<file path="src/rtl/mem_pkg.sv">
// rtl/mem_pkg.sv - shared funct3 encodings, FSM state type and access-size helpers for the MEM-stage load/store engine
package mem_pkg;

    localparam logic [2:0] F3_LB  = 3'b000;
    localparam logic [2:0] F3_LH  = 3'b001;
    localparam logic [2:0] F3_LW  = 3'b010;
    localparam logic [2:0] F3_LBU = 3'b100;
    localparam logic [2:0] F3_LHU = 3'b101;
    localparam logic [2:0] F3_SB  = 3'b000;
    localparam logic [2:0] F3_SH  = 3'b001;
    localparam logic [2:0] F3_SW  = 3'b010;

    typedef enum logic [1:0] {
        IDLE,
        WAIT,
        DONE
    } mau_state_e;

    // size is funct3[1:0]: 00 byte, 01 half, anything else treated as word
    function automatic logic is_misaligned(input logic [1:0] size, input logic [1:0] offset);
        case (size)
            2'b00:   return 1'b0;
            2'b01:   return offset[0];
            default: return (offset != 2'b00);
        endcase
    endfunction

    function automatic logic [3:0] store_strb(input logic [1:0] size, input logic [1:0] offset);
        case (size)
            2'b00:   return 4'b0001 << offset;
            2'b01:   return 4'b0011 << {offset[1], 1'b0};
            default: return 4'b1111;
        endcase
    endfunction

endpackage

</file>
<file path="src/rtl/lsu_load_ext.sv">
// rtl/lsu_load_ext.sv - selects the addressed byte/half of a read word and sign- or zero-extends it
module lsu_load_ext
    import mem_pkg::*;
#(
    parameter int DATA_W = 32
) (
    input  logic [DATA_W-1:0] rdata,
    input  logic [2:0]        funct3,
    input  logic [1:0]        offset,
    output logic [DATA_W-1:0] ext
);

    logic [7:0]  byte_sel;
    logic [15:0] half_sel;
    logic        is_signed;

    assign is_signed = ~funct3[2];

    // pick the lane addressed by the low address bits, then extend to full width
    always_comb begin
        byte_sel = rdata[7:0];
        case (offset)
            2'd0:    byte_sel = rdata[7:0];
            2'd1:    byte_sel = rdata[15:8];
            2'd2:    byte_sel = rdata[23:16];
            default: byte_sel = rdata[31:24];
        endcase
        half_sel = offset[1] ? rdata[31:16] : rdata[15:0];
        case (funct3[1:0])
            2'b00:   ext = {{(DATA_W-8){is_signed & byte_sel[7]}}, byte_sel};
            2'b01:   ext = {{(DATA_W-16){is_signed & half_sel[15]}}, half_sel};
            default: ext = rdata;
        endcase
    end

endmodule

</file>
<file path="src/rtl/mem_access_unit.sv">
// rtl/mem_access_unit.sv - MEM-stage load/store engine driving a req/ack Dcache port and the pipeline stall
module mem_access_unit
    import mem_pkg::*;
#(
    parameter int DATA_W      = 32,
    parameter int ACK_TIMEOUT = 255
) (
    input  logic              clk,
    input  logic              rst,
    input  logic              mem_read_MEM,
    input  logic              mem_write_MEM,
    input  logic [2:0]        funct3_MEM,
    input  logic [DATA_W-1:0] alu_result_MEM,
    input  logic [DATA_W-1:0] store_data_MEM,
    input  logic              Istall,
    input  logic              wfi_stall,
    output logic              dc_req,
    output logic              dc_we,
    output logic [DATA_W-1:0] dc_addr,
    output logic [DATA_W-1:0] dc_wdata,
    output logic [3:0]        dc_wstrb,
    input  logic              dc_ack,
    input  logic [DATA_W-1:0] dc_rdata,
    output logic [DATA_W-1:0] Dcache_out_ext,
    output logic              Dstall,
    output logic              misalign_exc,
    output logic              bus_err
);

    localparam int CNT_W = $clog2(ACK_TIMEOUT + 1);

    mau_state_e        state_q;
    logic [CNT_W-1:0]  cnt_q;

    // request captured at issue so WAIT drives a stable transaction
    logic              rd_q;
    logic              we_q;
    logic [2:0]        f3_q;
    logic [DATA_W-1:0] addr_q;
    logic [DATA_W-1:0] wdata_q;
    logic [3:0]        wstrb_q;

    logic              access;
    logic              misaligned;
    logic              in_idle;
    logic              in_wait;
    logic              issue;
    logic              timeout;
    logic              req_we;
    logic [3:0]        req_wstrb;
    logic [DATA_W-1:0] req_wdata;
    logic [2:0]        cur_f3;
    logic [DATA_W-1:0] cur_addr;
    logic [DATA_W-1:0] load_ext;

    assign access     = mem_read_MEM | mem_write_MEM;
    assign misaligned = is_misaligned(funct3_MEM[1:0], alu_result_MEM[1:0]);
    assign in_idle    = (state_q == IDLE);
    assign in_wait    = (state_q == WAIT);
    assign issue      = in_idle & access & ~misaligned;
    assign timeout    = in_wait & (cnt_q == CNT_W'(ACK_TIMEOUT));

    // a read takes priority when both controls are set
    assign req_we    = mem_write_MEM & ~mem_read_MEM;
    assign req_wstrb = store_strb(funct3_MEM[1:0], alu_result_MEM[1:0]);

    // replicate store data across lanes so the strobes alone pick the bytes written
    always_comb begin
        case (funct3_MEM[1:0])
            2'b00:   req_wdata = {4{store_data_MEM[7:0]}};
            2'b01:   req_wdata = {2{store_data_MEM[15:0]}};
            default: req_wdata = store_data_MEM;
        endcase
    end

    assign cur_f3   = in_idle ? funct3_MEM     : f3_q;
    assign cur_addr = in_idle ? alu_result_MEM : addr_q;

    assign dc_we    = in_idle ? req_we    : we_q;
    assign dc_wdata = in_idle ? req_wdata : wdata_q;
    assign dc_wstrb = in_idle ? req_wstrb : wstrb_q;
    assign dc_addr  = {cur_addr[DATA_W-1:2], 2'b00};

    // handshake and flags are masked during reset so an abandoned request disappears at once
    assign dc_req       = ~rst & (issue | (in_wait & ~timeout));
    assign Dstall       = ~rst & (issue | in_wait);
    assign misalign_exc = ~rst & in_idle & access & misaligned;
    assign bus_err      = ~rst & timeout;

    lsu_load_ext #(
        .DATA_W (DATA_W)
    ) u_load_ext (
        .rdata  (dc_rdata),
        .funct3 (cur_f3),
        .offset (cur_addr[1:0]),
        .ext    (load_ext)
    );

    // access FSM: issue, wait for ack or timeout, then hold in DONE while the front end is stalled
    always_ff @(posedge clk) begin
        if (rst) begin
            state_q        <= IDLE;
            cnt_q          <= '0;
            rd_q           <= 1'b0;
            we_q           <= 1'b0;
            f3_q           <= '0;
            addr_q         <= '0;
            wdata_q        <= '0;
            wstrb_q        <= '0;
            Dcache_out_ext <= '0;
        end else begin
            case (state_q)
                IDLE: begin
                    if (access) begin
                        if (misaligned) begin
                            Dcache_out_ext <= '0;
                        end else begin
                            rd_q    <= mem_read_MEM;
                            we_q    <= req_we;
                            f3_q    <= funct3_MEM;
                            addr_q  <= alu_result_MEM;
                            wdata_q <= req_wdata;
                            wstrb_q <= req_wstrb;
                            cnt_q   <= '0;
                            if (dc_ack) begin
                                state_q <= DONE;
                                if (mem_read_MEM) begin
                                    Dcache_out_ext <= load_ext;
                                end
                            end else begin
                                state_q <= WAIT;
                            end
                        end
                    end
                end
                WAIT: begin
                    if (timeout) begin
                        state_q <= DONE;
                        if (rd_q) begin
                            Dcache_out_ext <= '0;
                        end
                    end else if (dc_ack) begin
                        state_q <= DONE;
                        if (rd_q) begin
                            Dcache_out_ext <= load_ext;
                        end
                    end else begin
                        cnt_q <= cnt_q + CNT_W'(1);
                    end
                end
                DONE: begin
                    if (!(Istall | wfi_stall)) begin
                        state_q <= IDLE;
                    end
                end
                default: state_q <= IDLE;
            endcase
        end
    end

endmodule

</file>
<file path="config.mk">
export PLATFORM = sky130hd
export DESIGN_NAME = mem_access_unit
export DESIGN_NICKNAME = d
export VERILOG_FILES = /design/src/rtl/mem_pkg.sv /design/src/rtl/lsu_load_ext.sv /design/src/rtl/mem_access_unit.sv
export SDC_FILE = /design/constraint.sdc
export NUM_CORES = 1
export LEC_CHECK = 0
export BUFFER_PORTS_ARGS = -buffer_cell sky130_fd_sc_hd__buf_2
export CAP_MARGIN = 20
export CORE_UTILIZATION = 30
export DETAILED_ROUTE_END_ITERATION = 7
export PLACE_DENSITY_LB_ADDON = 0.3
export REMOVE_ABC_BUFFERS = 1
export SLEW_MARGIN = 20
export SYNTH_ARGS = -nofsm -noshare
export SYNTH_HDL_FRONTEND = slang
export SYNTH_SLANG_ARGS = --single-unit
</file>
<file path="constraint.sdc">
create_clock -name clk -period 2.8 [get_ports clk]
set_input_delay 0.28 -clock clk [delete_from_list [all_inputs] [get_ports clk]]
set_output_delay 0.28 -clock clk [all_outputs]
set_load 0.05 [all_outputs]
</file>
==> results of run 1 <==
logic make-up after synthesis:
family / after synthesis / share of synthesized area [%]
xor gates and xnor gates: 6 / 0.883
muxes: 38 / 6.64
DFF: 115 / 38.7
buffers and inverters: 69 / 5.05
and+or+nand+nor: 371 / 25.3
other: 1 / 0.0630
AOI/OAI and AO/OA: 207 / 23.2
adders and majority gates: 1 / 0.210
cells in the final DEF (no fill, tap or decap), types with 3 or more instances in the layout:
cell       synthesis  layout
a211oi_1          20      20
a21o_1            18      18
a21oi_1           71      71
a22o_1            23      23
a32oi_1            3       3
and2_1             3       3
buf_12             0       5
buf_2              9     208
buf_4              2      11
clkbuf_16          0      17
clkbuf_8           0       5
clkinv_2           0       4
dfxtp_1          115     115
inv_1              3       3
mux2i_1           35      35
nand2_1          246     246
nand2b_1           4       4
nand3_1            7       6
nor2_1            88      88
nor3_1             3       3
o211ai_1           7       7
o21ai_0           31      31
o21ai_2            3       3
o22ai_1            9       9
o41ai_1            6       6
xor2_1             6       6
layout make-up:
class                   instances  area, sq um
clock buffers                  23          498
clock inverters                 8         52.6
fillers                      2056        11700
inverters                       3         11.3
multi-input cells             625         3360
flip-flops and latches        115         2300
well taps                     265          332
repair buffers                224         1220
per-stage QoR:
step | setup TNS (ns) | cells | worst slack (ns)
floorplan | -51.38 | 743 | -0.851
CTS | 0 | 1263 | 0.205
detailed placement | 0 | 1232 | 0.316
global route | 0 | 1263 | 0.0217
global placement | 0 | 1232 | 0.368
finish | 0 | 1263 | 0.207
routing by layer:
metal | vias up | wire, microns | track usage, %
met2 | 129 | 8500 | 27.9
met5 | - | 0 | 0
li1 | 3109 | - | -
met4 | 0 | 365 | 7.41
met1 | 2761 | 8320 | 23.6
met3 | 29 | 749 | 3.92
registers in the layout, summed over array words and instances, names as in the netlist:
signal,count
wstrb_q,4
Dcache_out_ext,32
rd_q,1
cnt_q,8
state_q,2
we_q,1
wdata_q,32
f3_q,3
addr_q,32
worst max-delay path: cells and delay by family, from the launching register on:
family | cells | cell delay (ns)
flops | 1 | 0.74
simple gates | 2 | 0.35
compound gates | 1 | 0.11
buf+inv | 2 | 0.63
report_power, final:
part	switching [mW]	internal [mW]	leakage, nW	total, mW
registers	0.0737	1.76	0.940	1.84
clock network	0.770	1.24	0.271	2.01
logic	1.21	0.464	2.42	1.68
total	2.06	3.47	3.63	5.52
worst max path at each step:
stage,startpoint,end,slack (ns),cells past startpoint
2_1_floorplan,state_q[0],dc_req,-0.85,3
6_report,state_q[0],dc_wdata[9],0.21,5
4_1_cts,state_q[0],dc_wdata[9],0.21,5
3_5_place_dp,state_q[0],Dcache_out_ext[4],0.32,6
5_1_grt,state_q[0],dc_wdata[11],0.02,5
3_3_place_gp,state_q[0],Dcache_out_ext[16],0.37,6
==> reports/results.ini, run 1 <==
[cells_and_area]
antenna_cells = 0
drive_gt1_share_pct = 27.7
fin_util_pct = 40.0
finalNetCount = 1093
final_area_sq_um = 7780
area_delta_synth_final_pct = 30.7

[clock_network]
htree_levels = 4
postCtsSetupRepairBufs = 0
cts_root_buffer = clkbuf_16
clk_pin_slew_worst_paths_ns = 0.06
cts_hold_buffers = 0
cts_tree = done
post_cts_resized = 0
clkLatencyLatePin_ns = 0.41
cts_made_buffers = 17
clock_sinks = 115
clockBufferDepth = 2

[die]
die-area_sq_um = 20400
fp.coreArea_sq_um = 19500
rows = 51
io-pin-count = 211
fp.dieH_microns = 143
initial_utilization_pct = 30.6
die_x_microns = 143

[hold_path]
hold_start = alu_result_MEM[30]
hold_end = addr_q[30]
hp-class = input pin to flip-flop
min_path_cells = 3

[routing]
wl_per_cell_microns = 14.2
ant_nets = 0
vias = 6028
vias_per_cell = 4.77
post-route-drc-count = 0
initialDrtViolationCount = 274
finalWirelength_mm = 17.9
dr.pass1.iters = 4

[synth]
synth.distinct_cells = 54
synth_edf_count = 0
synth_area_per_cell_sq_um = 7.36
synth.cell_area_sq_um = 5950
ys_top_cells_by_count = nand2_1, dfxtp_1, nor2_1, a21oi_1, clkbuf_1
seq_area_frac_synth_pct = 38.7
ys_top_cells_by_area = dfxtp_1, nand2_1, a21oi_1
synthFlopType = dfxtp_1
ys_seq_elements = 115
ys_async_sr_fraction_pct = 0
ys_warn_count = 0
yosys.area.top_type = dfxtp_1
yosysTopAreaCellShare_pct = 38.7
post-synth-top-count-cell = nand2_1
synthCells = 808

[setup_path]
r2r_cells = 6
crit_chain = or2_2 -> buf_12 -> nand2_1 -> o21ai_0 -> buf_2
crit_required_ns = 2.52
crit_path_start_kind = flip-flop
critPathKind = flip-flop to primary output
cp.arrival_ns = 2.31
critPathSlowestCell = dfxtp_1
reg2reg_to = Dcache_out_ext[4]
worstPathMaxFanout = 95
end_kind = primary output
r2r-start = state_q[0]
cpPeakStageDelay_ns = 0.74
r2r_slack_ns = 0.32

[sta]
fin_crit_sh_pct = 92.6
final_hold_viol_count = 0
rsz0062_at_grt = false
setup_viol = 0
worst_slew_pin_slew_ns = 0.775
drv_slew = 0
whs_ns = 0.113
max_freq_mhz = 386
slew_headroom_pct = 48.3
finClkSkew_ns = 0.00594
period_needed_ns = 2.59

[placed_design]
dpl_cell_area_sq_um = 7230
dpl.hpwl_mm = 12.4
place_congestion = 0.829
portBuffers = 208

[global_routing]
antenna_found_initial = 1
grt_pass1_vias = 5400
grt_max_degree = 96
grt_remaining_overflow = 0
grt_usage_pct = 17.9
grt_pass1_wl_mm = 28.4

[pwr]
power.total_mw = 5.52
leakagePower_nw = 3.63
irDropWorstVdd_v = 0.000407
cellPowerDensity_nw_per_um2 = 710

[run]
max_cap_viol_count = 0

[outcome]
outcome = completed

(Power assumes the default switching activity.)
==> run 2: changes to the inputs <==
--- a/config.mk
+++ b/config.mk
@@ -9,6 +9,7 @@
 export CAP_MARGIN = 20
 export CORE_UTILIZATION = 30
 export DETAILED_ROUTE_END_ITERATION = 7
+export MAX_ROUTING_LAYER = met4
 export PLACE_DENSITY_LB_ADDON = 0.3
 export REMOVE_ABC_BUFFERS = 1
 export SLEW_MARGIN = 20
==> run 2 against run 1 <==
Hold slack worse by 0.0031 ns. Largest cell class unchanged. Flip-flop and latch count unchanged. Maximum frequency about the same. Critical endpoint unchanged. Non-clock buffer count unchanged. Combinational power about the same. Clock power about the same. Critical path type unchanged. Global-route usage up 0.53 points. Power about the same. Clock skew up 0.0055 ns.
==> reports/results.ini, run 2 (synthesis results as in run 1) <==
[clock_network]
postCtsSetupRepairBufs = 0  ; unchanged
post_cts_resized = 0  ; unchanged
clockBufferDepth = 2  ; unchanged
htree_levels = 4  ; unchanged
cts_root_buffer = clkbuf_16
clock_sinks = 115  ; unchanged
cts_tree = done
clk_pin_slew_worst_paths_ns = 0.05  ; about the same
cts_hold_buffers = 0  ; unchanged
clkLatencyLatePin_ns = 0.42  ; about the same
cts_made_buffers = 17  ; unchanged

[global_routing]
antenna_found_initial = 1  ; unchanged
grt_pass1_vias = 5393  ; -0.13%
grt_usage_pct = 18.4  ; +0.53 points
grt_remaining_overflow = 0  ; unchanged
grt_pass1_wl_mm = 28.4  ; -0.12%
grt_max_degree = 96  ; unchanged

[cells_and_area]
multi_input_area_sq_um = 3360  ; unchanged
fin_util_pct = 40.0  ; about the same
fillers = 2055  ; -0.049%
seq_area_sq_um = 2300  ; unchanged
final_common_cell = nand2_1
reg.largest.list = Dcache_out_ext (32), addr_q (32), wdata_q (32)
finalNetCount = 1093  ; unchanged
final_cell_mix = nand2_1, buf_2, dfxtp_1
fin_cells = 1264  ; +0.079%
drive_gt1_share_pct = 27.7  ; unchanged
area_delta_synth_final_pct = 30.8  ; about the same

[hold_path]
hp-class = input pin to flip-flop
hold_start = alu_result_MEM[30]
min_path_cells = 3  ; unchanged
hold_end = addr_q[30]

[routing]
dr.pass1.iters = 4  ; unchanged
wl_per_cell_microns = 14.2  ; +0.16%
vias_per_cell = 4.74  ; -0.76%
initialDrtViolationCount = 313  ; +14%
post-route-drc-count = 0  ; unchanged
finalWirelength_mm = 18.0  ; +0.24%
ant_nets = 0  ; unchanged
vias = 5987  ; -0.68%

[setup_path]
end_kind = primary output
crit_required_ns = 2.52  ; about the same
crit_path_start_kind = flip-flop
critPathKind = flip-flop to primary output
reg2reg_to = Dcache_out_ext[4]
r2r_cells = 6  ; unchanged
worstPathMaxFanout = 95  ; unchanged
cp.arrival_ns = 2.31  ; about the same
r2r_slack_ns = 0.34  ; +0.02 ns
r2r-start = state_q[0]

[placed_design]
post-place-ws_ns = 0.316  ; unchanged
dpl.hpwl_mm = 12.4  ; unchanged
place_inst = 1232  ; unchanged
place_congestion = 0.842  ; +1.5%
portBuffers = 208  ; unchanged

[sta]
rsz0062_at_grt = false
finClkSkew_ns = 0.0115  ; +0.00553 ns
fin_crit_sh_pct = 92.5  ; about the same
worst_slew_pin_slew_ns = 0.780  ; +0.00452 ns
period_needed_ns = 2.59  ; -0.00147 ns
setup_viol = 0  ; unchanged
max_freq_mhz = 386  ; about the same
layout_setup_ws_ns = 0.209  ; +0.00147 ns
whs_ns = 0.110  ; -0.00305 ns
drv_slew = 0  ; unchanged
final_hold_viol_count = 0  ; unchanged
slew_headroom_pct = 48.0  ; -0.30 points

[die]
fp.coreArea_sq_um = 19500  ; unchanged
initial_utilization_pct = 30.6  ; unchanged
fp.dieH_microns = 143  ; unchanged
die_x_microns = 143  ; unchanged
io-pin-count = 211  ; unchanged
die-area_sq_um = 20400  ; unchanged
rows = 51  ; unchanged

[pwr]
pwr-share-clk_pct = 36.4  ; about the same
power.total_mw = 5.52  ; about the same
pwr-share-seq_pct = 33.2  ; about the same
cellPowerDensity_nw_per_um2 = 710  ; about the same
p_comb_share_pct = 30.4  ; about the same
p_int_mw = 3.46  ; about the same
swShare_pct = 37.3  ; about the same
leakagePower_nw = 3.63  ; about the same
irDropWorstVdd_v = 0.000409  ; +0.53%
power_switching_mw = 2.06  ; about the same

[outcome]
outcome = completed

[run]
max_cap_viol_count = 0  ; unchanged

-- run 2: layout make-up --
| class | instances | share of cell area, % |
|---|---|---|
| Clock inverter | 8 | 0.675 |
| Multi-Input combinational cell | 625 | 43.2 |
| Inverter | 3 | 0.145 |
| Timing Repair Buffer | 224 | 15.7 |
| Sequential cell | 115 | 29.6 |
| Antenna cell | 1 | 0.0322 |
| Tap cell | 265 | 4.26 |
| Clock buffer | 23 | 6.40 |
-- run 2: power groups by stage --
stage | clock network (mW) | registers [mW] | logic (mW)
after floorplan | 0 | 1.98 | 1.06
after global placement | 0 | 1.87 | 1.68
after detailed placement | 0 | 1.87 | 1.69
after CTS | 2.06 | 1.84 | 1.69
after global routing | 2.14 | 1.85 | 1.81
final | 2.01 | 1.84 | 1.68
-- run 2: how the worst max path moves through the flow --
stage | depth (start not counted) | endpoint | startpoint | slack, ns
after floorplan | 3 | dc_req | state_q[0] | -0.85
after global placement | 6 | Dcache_out_ext[16] | state_q[0] | 0.37
after detailed placement | 6 | Dcache_out_ext[4] | state_q[0] | 0.32
after CTS | 5 | dc_wdata[9] | state_q[0] | 0.21
after global routing | 5 | dc_wdata[11] | state_q[0] | 0.02
final | 5 | dc_wdata[9] | state_q[0] | 0.21
-- run 2: worst max-delay path, cell delays in order, from the launching register on --
cell	delay (ns)
dfxtp_1	0.74
or2_2	0.27
buf_12	0.32
nand2_1	0.08
o21ai_0	0.11
buf_2	0.31
-- run 2: metal layers --
layer	routed length, microns	vias to the layer above	global-route usage (%)
met2	8460	131	27.9
met4	376	0	7.41
met3	669	25	3.49
met1	8470	2721	23.9
li1	-	3110	-
met5	0	-	-
-- run 2: stage by stage --
stage	setup TNS [ns]	instance area, sq um
floorplan	-51.38	5670
global placement	0	7230
detailed placement	0	7230
CTS	0	7780
global route	0	7780
finish	0	7780
